[src/rtl/sprite_line_scheduler_pkg.sv]
// Shared types and defaults for the sprite line scheduler.
package sprite_line_scheduler_pkg;

    localparam int DEF_NUM_SPRITES = 4;
    localparam int DEF_SPR_H       = 16;
    localparam int DEF_SPR_W       = 16;
    localparam int DEF_ADDR_W      = 6;
    localparam int DEF_Y_W         = 10;
    localparam int DEF_TIMEOUT     = 15;

    // A pixel of all-zero colour bits is drawn as transparent by the pixel mux.
    localparam logic [2:0] PIX_TRANSPARENT = 3'b000;

    typedef enum logic [2:0] {
        ST_IDLE  = 3'd0,
        ST_CHECK = 3'd1,
        ST_REQ   = 3'd2,
        ST_WAIT  = 3'd3,
        ST_WRITE = 3'd4,
        ST_DONE  = 3'd5
    } state_e;

    // Width of an index/counter for n items, never narrower than one bit.
    function automatic int clog2_min1(input int n);
        return (n > 1) ? $clog2(n) : 1;
    endfunction

endpackage

[src/rtl/sprite_line_scheduler_if.sv]
// ROM read port and line-buffer write port of the sprite line scheduler.
//
// Handshake: the master pulses rom_rd for exactly one cycle and holds rom_addr
// until the slave returns rom_valid (a one-cycle pulse, at least one cycle
// after rom_rd, with rom_data valid in that same cycle) or until the master
// gives up. There is no ready/backpressure: rom_valid while no read is
// outstanding is ignored. lb_we is one-hot for one cycle; lb_data is valid
// only in that cycle and reads as zero otherwise.
interface sprite_line_scheduler_if #(
    parameter int NUM_SPRITES = 4,
    parameter int SPR_W       = 16,
    parameter int ADDR_W      = 6
);
    logic                   rom_rd;
    logic [ADDR_W-1:0]      rom_addr;
    logic                   rom_valid;
    logic [SPR_W*3-1:0]     rom_data;
    logic [NUM_SPRITES-1:0] lb_we;
    logic [SPR_W*3-1:0]     lb_data;

    modport master (
        output rom_rd, rom_addr, lb_we, lb_data,
        input  rom_valid, rom_data
    );

    modport slave (
        input  rom_rd, rom_addr, lb_we, lb_data,
        output rom_valid, rom_data
    );
endinterface

[src/rtl/sprite_line_scheduler_row_hit.sv]
// Decides whether a sprite covers a given line and which of its rows it is.
module sprite_line_scheduler_row_hit #(
    parameter int Y_W   = 10,
    parameter int SPR_H = 16,
    parameter int ROW_W = 4
) (
    input  logic             en_i,
    input  logic [Y_W-1:0]   line_i,
    input  logic [Y_W-1:0]   top_i,
    output logic             hit_o,
    output logic [ROW_W-1:0] row_o
);
    logic [Y_W:0] diff;

    // Unsigned difference one bit wider: a top below the line wraps large and misses.
    always_comb begin
        diff  = {1'b0, line_i} - {1'b0, top_i};
        hit_o = en_i && (diff < (Y_W+1)'(SPR_H));
        row_o = diff[ROW_W-1:0];
    end
endmodule

[src/rtl/sprite_line_scheduler.sv]
// Walks the sprites during hblank and copies each one's next-line row from the
// shared sprite ROM into its line buffer (zero row for sprites not on the line).
module sprite_line_scheduler
    import sprite_line_scheduler_pkg::*;
#(
    parameter int NUM_SPRITES = DEF_NUM_SPRITES,
    parameter int SPR_H       = DEF_SPR_H,
    parameter int SPR_W       = DEF_SPR_W,
    parameter int ADDR_W      = DEF_ADDR_W,
    parameter int Y_W         = DEF_Y_W,
    parameter int TIMEOUT     = DEF_TIMEOUT
) (
    input  logic                     clk,
    input  logic                     reset,
    input  logic                     hblank_start,
    input  logic [Y_W-1:0]           next_line,
    input  logic [NUM_SPRITES-1:0]   sprite_en,
    input  logic [NUM_SPRITES*Y_W-1:0] sprite_y,
    sprite_line_scheduler_if.master  bus,
    output logic                     busy,
    output logic                     done,
    output logic                     overrun,
    output state_e                   dbg_state
);
    localparam int IDX_W = clog2_min1(NUM_SPRITES);
    localparam int ROW_W = clog2_min1(SPR_H);
    localparam int CNT_W = clog2_min1(TIMEOUT + 1);
    localparam logic [IDX_W-1:0]   LAST_IDX = IDX_W'(NUM_SPRITES - 1);
    localparam logic [CNT_W-1:0]   CNT_LAST = CNT_W'(TIMEOUT - 1);
    localparam logic [SPR_W*3-1:0] ZERO_ROW = {SPR_W{PIX_TRANSPARENT}};

    state_e             state_q, state_d;
    logic [IDX_W-1:0]   idx_q, idx_d;
    logic [CNT_W-1:0]   cnt_q, cnt_d;
    logic [ADDR_W-1:0]  addr_q, addr_d;
    logic [SPR_W*3-1:0] row_q, row_d;
    logic               ovr_q, ovr_d;

    logic               hit;
    logic [ROW_W-1:0]   hit_row;
    logic               timeout_hit;

    // Hit test on the sprite currently selected by idx; inputs are live, not captured.
    sprite_line_scheduler_row_hit #(
        .Y_W   (Y_W),
        .SPR_H (SPR_H),
        .ROW_W (ROW_W)
    ) u_row_hit (
        .en_i   (sprite_en[idx_q]),
        .line_i (next_line),
        .top_i  (sprite_y[idx_q*Y_W +: Y_W]),
        .hit_o  (hit),
        .row_o  (hit_row)
    );

    assign timeout_hit = (state_q == ST_WAIT) && !bus.rom_valid && (cnt_q == CNT_LAST);

    // State register; asynchronous reset aborts any fetch in flight.
    always_ff @(posedge clk or negedge reset) begin
        if (!reset) state_q <= ST_IDLE;
        else        state_q <= state_d;
    end

    // Next-state logic.
    always_comb begin
        state_d = state_q;
        case (state_q)
            ST_IDLE:  if (hblank_start) state_d = ST_CHECK;
            ST_CHECK: state_d = hit ? ST_REQ : ST_WRITE;
            ST_REQ:   state_d = ST_WAIT;
            ST_WAIT:  if (bus.rom_valid || timeout_hit) state_d = ST_WRITE;
            ST_WRITE: state_d = (idx_q == LAST_IDX) ? ST_DONE : ST_CHECK;
            ST_DONE:  state_d = ST_IDLE;
            default:  state_d = ST_IDLE;
        endcase
    end

    // Datapath registers: sprite index, wait counter, address, row and sticky overrun.
    always_ff @(posedge clk or negedge reset) begin
        if (!reset) begin
            idx_q  <= '0;
            cnt_q  <= '0;
            addr_q <= '0;
            row_q  <= '0;
            ovr_q  <= 1'b0;
        end else begin
            idx_q  <= idx_d;
            cnt_q  <= cnt_d;
            addr_q <= addr_d;
            row_q  <= row_d;
            ovr_q  <= ovr_d;
        end
    end

    // Datapath next values; a miss or a timeout leaves the zero row in place.
    always_comb begin
        idx_d  = idx_q;
        cnt_d  = cnt_q;
        addr_d = addr_q;
        row_d  = row_q;
        ovr_d  = ovr_q | (hblank_start && (state_q != ST_IDLE)) | timeout_hit;
        case (state_q)
            ST_CHECK: begin
                row_d = ZERO_ROW;
                cnt_d = '0;
                if (hit) addr_d = ADDR_W'(int'(idx_q) * SPR_H + int'(hit_row));
            end
            ST_WAIT: begin
                if (bus.rom_valid)     row_d = bus.rom_data;
                else if (!timeout_hit) cnt_d = cnt_q + 1'b1;
            end
            ST_WRITE: idx_d = (idx_q == LAST_IDX) ? '0 : idx_q + 1'b1;
            default: ;
        endcase
    end

    // Outputs decoded from the registered state.
    always_comb begin
        bus.rom_rd   = (state_q == ST_REQ);
        bus.rom_addr = addr_q;
        bus.lb_we    = (state_q == ST_WRITE) ? (NUM_SPRITES'(1) << idx_q) : '0;
        bus.lb_data  = (state_q == ST_WRITE) ? row_q : '0;
        busy         = (state_q != ST_IDLE);
        done         = (state_q == ST_DONE);
        overrun      = ovr_q;
        dbg_state    = state_q;
    end
endmodule

[src/flat_wrapper.sv]
// flat-port wrapper written by rule: the top's interface ports become plain ports
module sprite_line_scheduler_flat import sprite_line_scheduler_pkg::*;
#(
    parameter int NUM_SPRITES = DEF_NUM_SPRITES,
    parameter int SPR_H       = DEF_SPR_H,
    parameter int SPR_W       = DEF_SPR_W,
    parameter int ADDR_W      = DEF_ADDR_W,
    parameter int Y_W         = DEF_Y_W,
    parameter int TIMEOUT     = DEF_TIMEOUT
)
  (clk, reset, hblank_start, next_line, sprite_en, sprite_y, busy, done, overrun, dbg_state, bus_rom_rd, bus_rom_addr, bus_lb_we, bus_lb_data, bus_rom_valid, bus_rom_data);
  sprite_line_scheduler_if #(.NUM_SPRITES(NUM_SPRITES), .SPR_W(SPR_W), .ADDR_W(ADDR_W)) bus_i ();
  input  logic clk;
  input  logic reset;
  input  logic hblank_start;
  input  logic [Y_W-1:0] next_line;
  input  logic [NUM_SPRITES-1:0] sprite_en;
  input  logic [NUM_SPRITES*Y_W-1:0] sprite_y;
  output logic busy;
  output logic done;
  output logic overrun;
  output state_e dbg_state;
  output wire logic [$bits(bus_i.rom_rd)-1:0] bus_rom_rd;
  output wire logic [$bits(bus_i.rom_addr)-1:0] bus_rom_addr;
  output wire logic [$bits(bus_i.lb_we)-1:0] bus_lb_we;
  output wire logic [$bits(bus_i.lb_data)-1:0] bus_lb_data;
  input wire logic [$bits(bus_i.rom_valid)-1:0] bus_rom_valid;
  input wire logic [$bits(bus_i.rom_data)-1:0] bus_rom_data;
  assign bus_rom_rd = bus_i.rom_rd;
  assign bus_rom_addr = bus_i.rom_addr;
  assign bus_lb_we = bus_i.lb_we;
  assign bus_lb_data = bus_i.lb_data;
  assign bus_i.rom_valid = bus_rom_valid;
  assign bus_i.rom_data = bus_rom_data;
  sprite_line_scheduler #(.NUM_SPRITES(NUM_SPRITES), .SPR_H(SPR_H), .SPR_W(SPR_W), .ADDR_W(ADDR_W), .Y_W(Y_W), .TIMEOUT(TIMEOUT)) u_core (.clk(clk), .reset(reset), .hblank_start(hblank_start), .next_line(next_line), .sprite_en(sprite_en), .sprite_y(sprite_y), .bus(bus_i), .busy(busy), .done(done), .overrun(overrun), .dbg_state(dbg_state));
endmodule
[config.mk]
export PLATFORM = sky130hd
export DESIGN_NAME = sprite_line_scheduler_flat
export DESIGN_NICKNAME = d
export VERILOG_FILES = /design/src/rtl/sprite_line_scheduler_pkg.sv /design/src/rtl/sprite_line_scheduler_if.sv /design/src/rtl/sprite_line_scheduler_row_hit.sv /design/src/rtl/sprite_line_scheduler.sv /design/src/flat_wrapper.sv
export SDC_FILE = /design/constraint.sdc
export NUM_CORES = 1
export LEC_CHECK = 0
export BUFFER_PORTS_ARGS = -buffer_cell sky130_fd_sc_hd__buf_2
export CORE_ASPECT_RATIO = 0.7
export CORE_MARGIN = 2
export CORE_UTILIZATION = 48
export CTS_CLUSTER_DIAMETER = 100
export DETAILED_ROUTE_END_ITERATION = 16
export PLACE_DENSITY_LB_ADDON = 0.15
export SLEW_MARGIN = 15
export SYNTH_ARGS = -nofsm -noshare
export SYNTH_HDL_FRONTEND = slang
export SYNTH_SLANG_ARGS = --single-unit
[constraint.sdc]
create_clock -name clk -period 3.5 [get_ports clk]
set_input_delay 0.175 -clock clk [delete_from_list [all_inputs] [get_ports clk]]
set_output_delay 0.175 -clock clk [all_outputs]
set_load 0.01 [all_outputs]
==> impl_results.md <==
* Status: completed
* Critical path required time at 3.71 ns
* Comb pwr share at 39.3%
* Post-DR vias/cell at 4.94
* Global-route wire length before repair at 16,000 um
* F_max at 313 MHz
* Synth Register Bits at 64
* Main synth FF type: dfrtp_1
* Initial Util at 49.1%
* Post-Route WL at 9620 um
* DRC violation total after the first TritonRoute iteration at 186
* Number of enable flip-flop cells after synthesis at 0
* Post-route setup TNS at 0 ns
* Mux share of post-synthesis cell area at 8.83%
* Crit-path max FO at 8
* RSZ-0062 raised after global routing: false
* Final Hold Fails at 0
* Post-Synth Adder-Cell Area at 5.77%
* Nets at 705
* Die Span Y at 78.6 um
* Final Core Density at 65.9%
* Final instance area at 0.00512 mm2
* Power Total at 3.17 mW
* XOR/XNOR share of the synthesized area at 1.38%
* Pins Over Slew Limit at 0
* # port buffers at 170
* Number of cells produced by synthesis at 418
* Worst-margin pin slew at 1.07 ns
* Post-route DRC at 0
* Top cell type's share of synthesized area at 42.0%
* GRT Resource Usage Total at 22.7%
* Clock power share at 33.2%
* Clock tree root buffer cell: clkbuf_16
* Final setup violation count at 0
* Die ar. at 0.00869 mm2
* Num CTS Buffers at 9
* IO Count at 171
* GPL Wtd Cong at 0.845
* Area leader, netlist: dfrtp_1
* Post-Syn Nets at 541
* Tmin final at 3.20 ns
* Vias in the first global route at 3,382
* Power per standard cell area at 619 mW/mm2
* Final period util at 91.4%
* Post-Synth Simple-Gate Area at 25.4%
* Clock buffer depth at 2
* Core area at 0.00777 mm2
* Leakage at 2.66 nW
* Hold Crit Class: primary input to flip-flop
* CTS clk-pin slew, worst paths at 0.06 ns
* Mapped cell area at 0.00381 mm2
* Num rows at 27
* CTS tree: built
* Post-synth ARST share at 100%
* Total congestion overflow at 0
* Main combinational cell family by area after synthesis: simple AND/OR/NAND/NOR gates
* Critical path arrival at 3.40 ns
* CTS H-tree depth at 3
* Final HPWL DP at 6960 um
* Largest net degree at the start of global routing at 97
* Wire per inst at 14.0 um
* Initial antenna violation count at 0
* Number of max-cap violations at 0
* Routed Antenna Nets at 0
* Seq/Total Area, Yosys at 42.0%
* Slew headroom at 28.3%
* Synth warnings at 0
* Maximum vdd drop at 0.000328 V
* Synthesized area per cell at 9.12 um2
* Sw Ratio at 35.6%
* Area contributors post-synth: dfrtp_1 42%, nand2_1 11%, and2_1 8.7%, o21ai_0 7.3%, mux4_2 5.9%
* Die Width at 111 um
* Netlist cell types at 47
* Setup crit start kind: flip-flop
* Clock sink count at 64
* Crit path kind: flip-flop to flip-flop
* Synth-to-layout area growth at 34.2%
* Seq pwr share at 27.5%
* Share of cells above drive strength 1 at 37.5%
* Total iterations of the first detailed-routing run at 4
* Via count at 3,397
* Placed Area at 0.00475 mm2
* P_sw at 1.13 mW
* P_int at 2.04 mW
* Clk_lat worst skew at 0.32 ns
* N_diodes at 0
* Worst setup EP type: flip-flop
* Max Clock Skew at 0.00627 ns
* Compound-cell area share of the yosys netlist at 12.1%
## synth_stat cells, types with 2 or more instances
library cell  count
nor2_1            7
clkbuf_1         20
o21ai_0          56
inv_1            16
and2_1           53
or3_1             2
nor3b_1           3
nand2b_1          2
mux2_4            5
and3_1            3
a21o_1            4
xor2_1            5
ha_1             16
nand3b_1          4
nand4_1           2
dfrtp_1          64
nand2_1         107
nor3_1            4
a21oi_1           6
nand3_1           2
buf_1             2
mux4_2           10
## sequential cells by signal (all words and copies together), names as in the netlist
signal               flops
u_core.bus.rom_addr      6
u_core.cnt_q             4
u_core.dbg_state         3
u_core.idx_q             2
u_core.overrun           1
u_core.row_q            48
## power by group through the flow
stage	Combinational, mW	Sequential [mW]	Clock (mW)
2_1_floorplan	0.940	0.864	0
3_3_place_gp	1.21	0.878	0
3_5_place_dp	1.24	0.885	0
4_1_cts	1.25	0.871	1.07
5_1_grt	1.38	0.884	1.10
6_report	1.25	0.870	1.05
## metal layers
layer / part of all wire, % / vias up / wire length [um] / GRT usage [%]
li1: - / 1729 / - / -
met3: 6.7 / 10 / 641 / 7.10
met4: 1.1 / 0 / 107 / 6.25
met2: 47 / 101 / 4520 / 36.4
met1: 45 / 1557 / 4350 / 30.2
met5: 0 / - / 0 / 0
## timing repair
item                                    CTS  global route
gates resized for setup                   0             1
endpoints found under the setup margin    0             5
hold buffers                              1             0
endpoints found under the hold margin    27             0
buffers inserted                          0             0
## cell type report
type,instances,area [um2]
inverters,16,60.1
fillers,681,2650
repair buffers,178,913
multi-input cells,313,2060
clock buffers,10,239
well taps,101,126
clock inverters,6,115
flip-flops and latches,64,1600
## metrics by stage
stage          std cells  hold WS (ns)  setup slack [ns]
4_1_cts              688        0.0784             0.202
2_1_floorplan        418        -0.121             0.333
3_5_place_dp         671         0.266             0.205
5_1_grt              688        0.0816            0.0384
3_3_place_gp         671         0.254             0.296
6_report             688        0.0846             0.302
## layout by cell type, fill, tap and decap left out, drive strengths merged, types with 2 or more instances in the layout
cell	netlist	routed
and2	53	53
nor2	7	7
a21oi	6	6
ha	16	16
nor3b	3	3
mux4	11	11
nand3b	4	4
bufinv	0	3
xor2	5	5
a221oi	2	2
nand3	2	2
inv	16	17
nor3	4	4
a21o	5	5
buf	4	177
nand2b	2	2
nand4	3	3
clkbuf	21	10
nand2	107	107
or3	2	2
and3	4	4
mux2	5	5
dfrtp	64	64
o21ai	57	57
## logic make-up after synthesis
family,after synthesis
and+or+nand+nor,194
AOI/OAI and AO/OA,79
DFF,64
buffers and inverters,41
muxes,17
adders and majority gates,17
xor gates and xnor gates,6
## critical path, stage by stage (launching register included)
cell      delay, ns
dfrtp_2        0.49
mux4_2         0.37
ha_1           0.16
inv_1          0.05
fa_1           0.41
a21o_2         0.22
a221oi_2       0.28
xnor2_1        0.14
nor4_4         0.35
nand4_4        0.25
mux2_4         0.36
## path summary, 6_finish.rpt
check	start	slack (ns)	cells past startpoint	to
max	u_core.idx_q[0]$_DFFE_PN0P_	0.30	10	u_core.bus.rom_addr[4]$_DFFE_PN0P_
min	bus_rom_data[39]	0.08	3	u_core.row_q[39]$_DFFE_PN0P_
max reg2reg	u_core.idx_q[0]$_DFFE_PN0P_	0.30	10	u_core.bus.rom_addr[4]$_DFFE_PN0P_
min reg2reg	u_core.row_q[18]$_DFFE_PN0P_	0.47	2	u_core.row_q[18]$_DFFE_PN0P_
max in group asynchronous	reset	2.25	3	u_core.idx_q[0]$_DFFE_PN0P_
min in group asynchronous	reset	0.46	2	u_core.row_q[22]$_DFFE_PN0P_
Note: power is estimated with default switching activity, not from simulation.
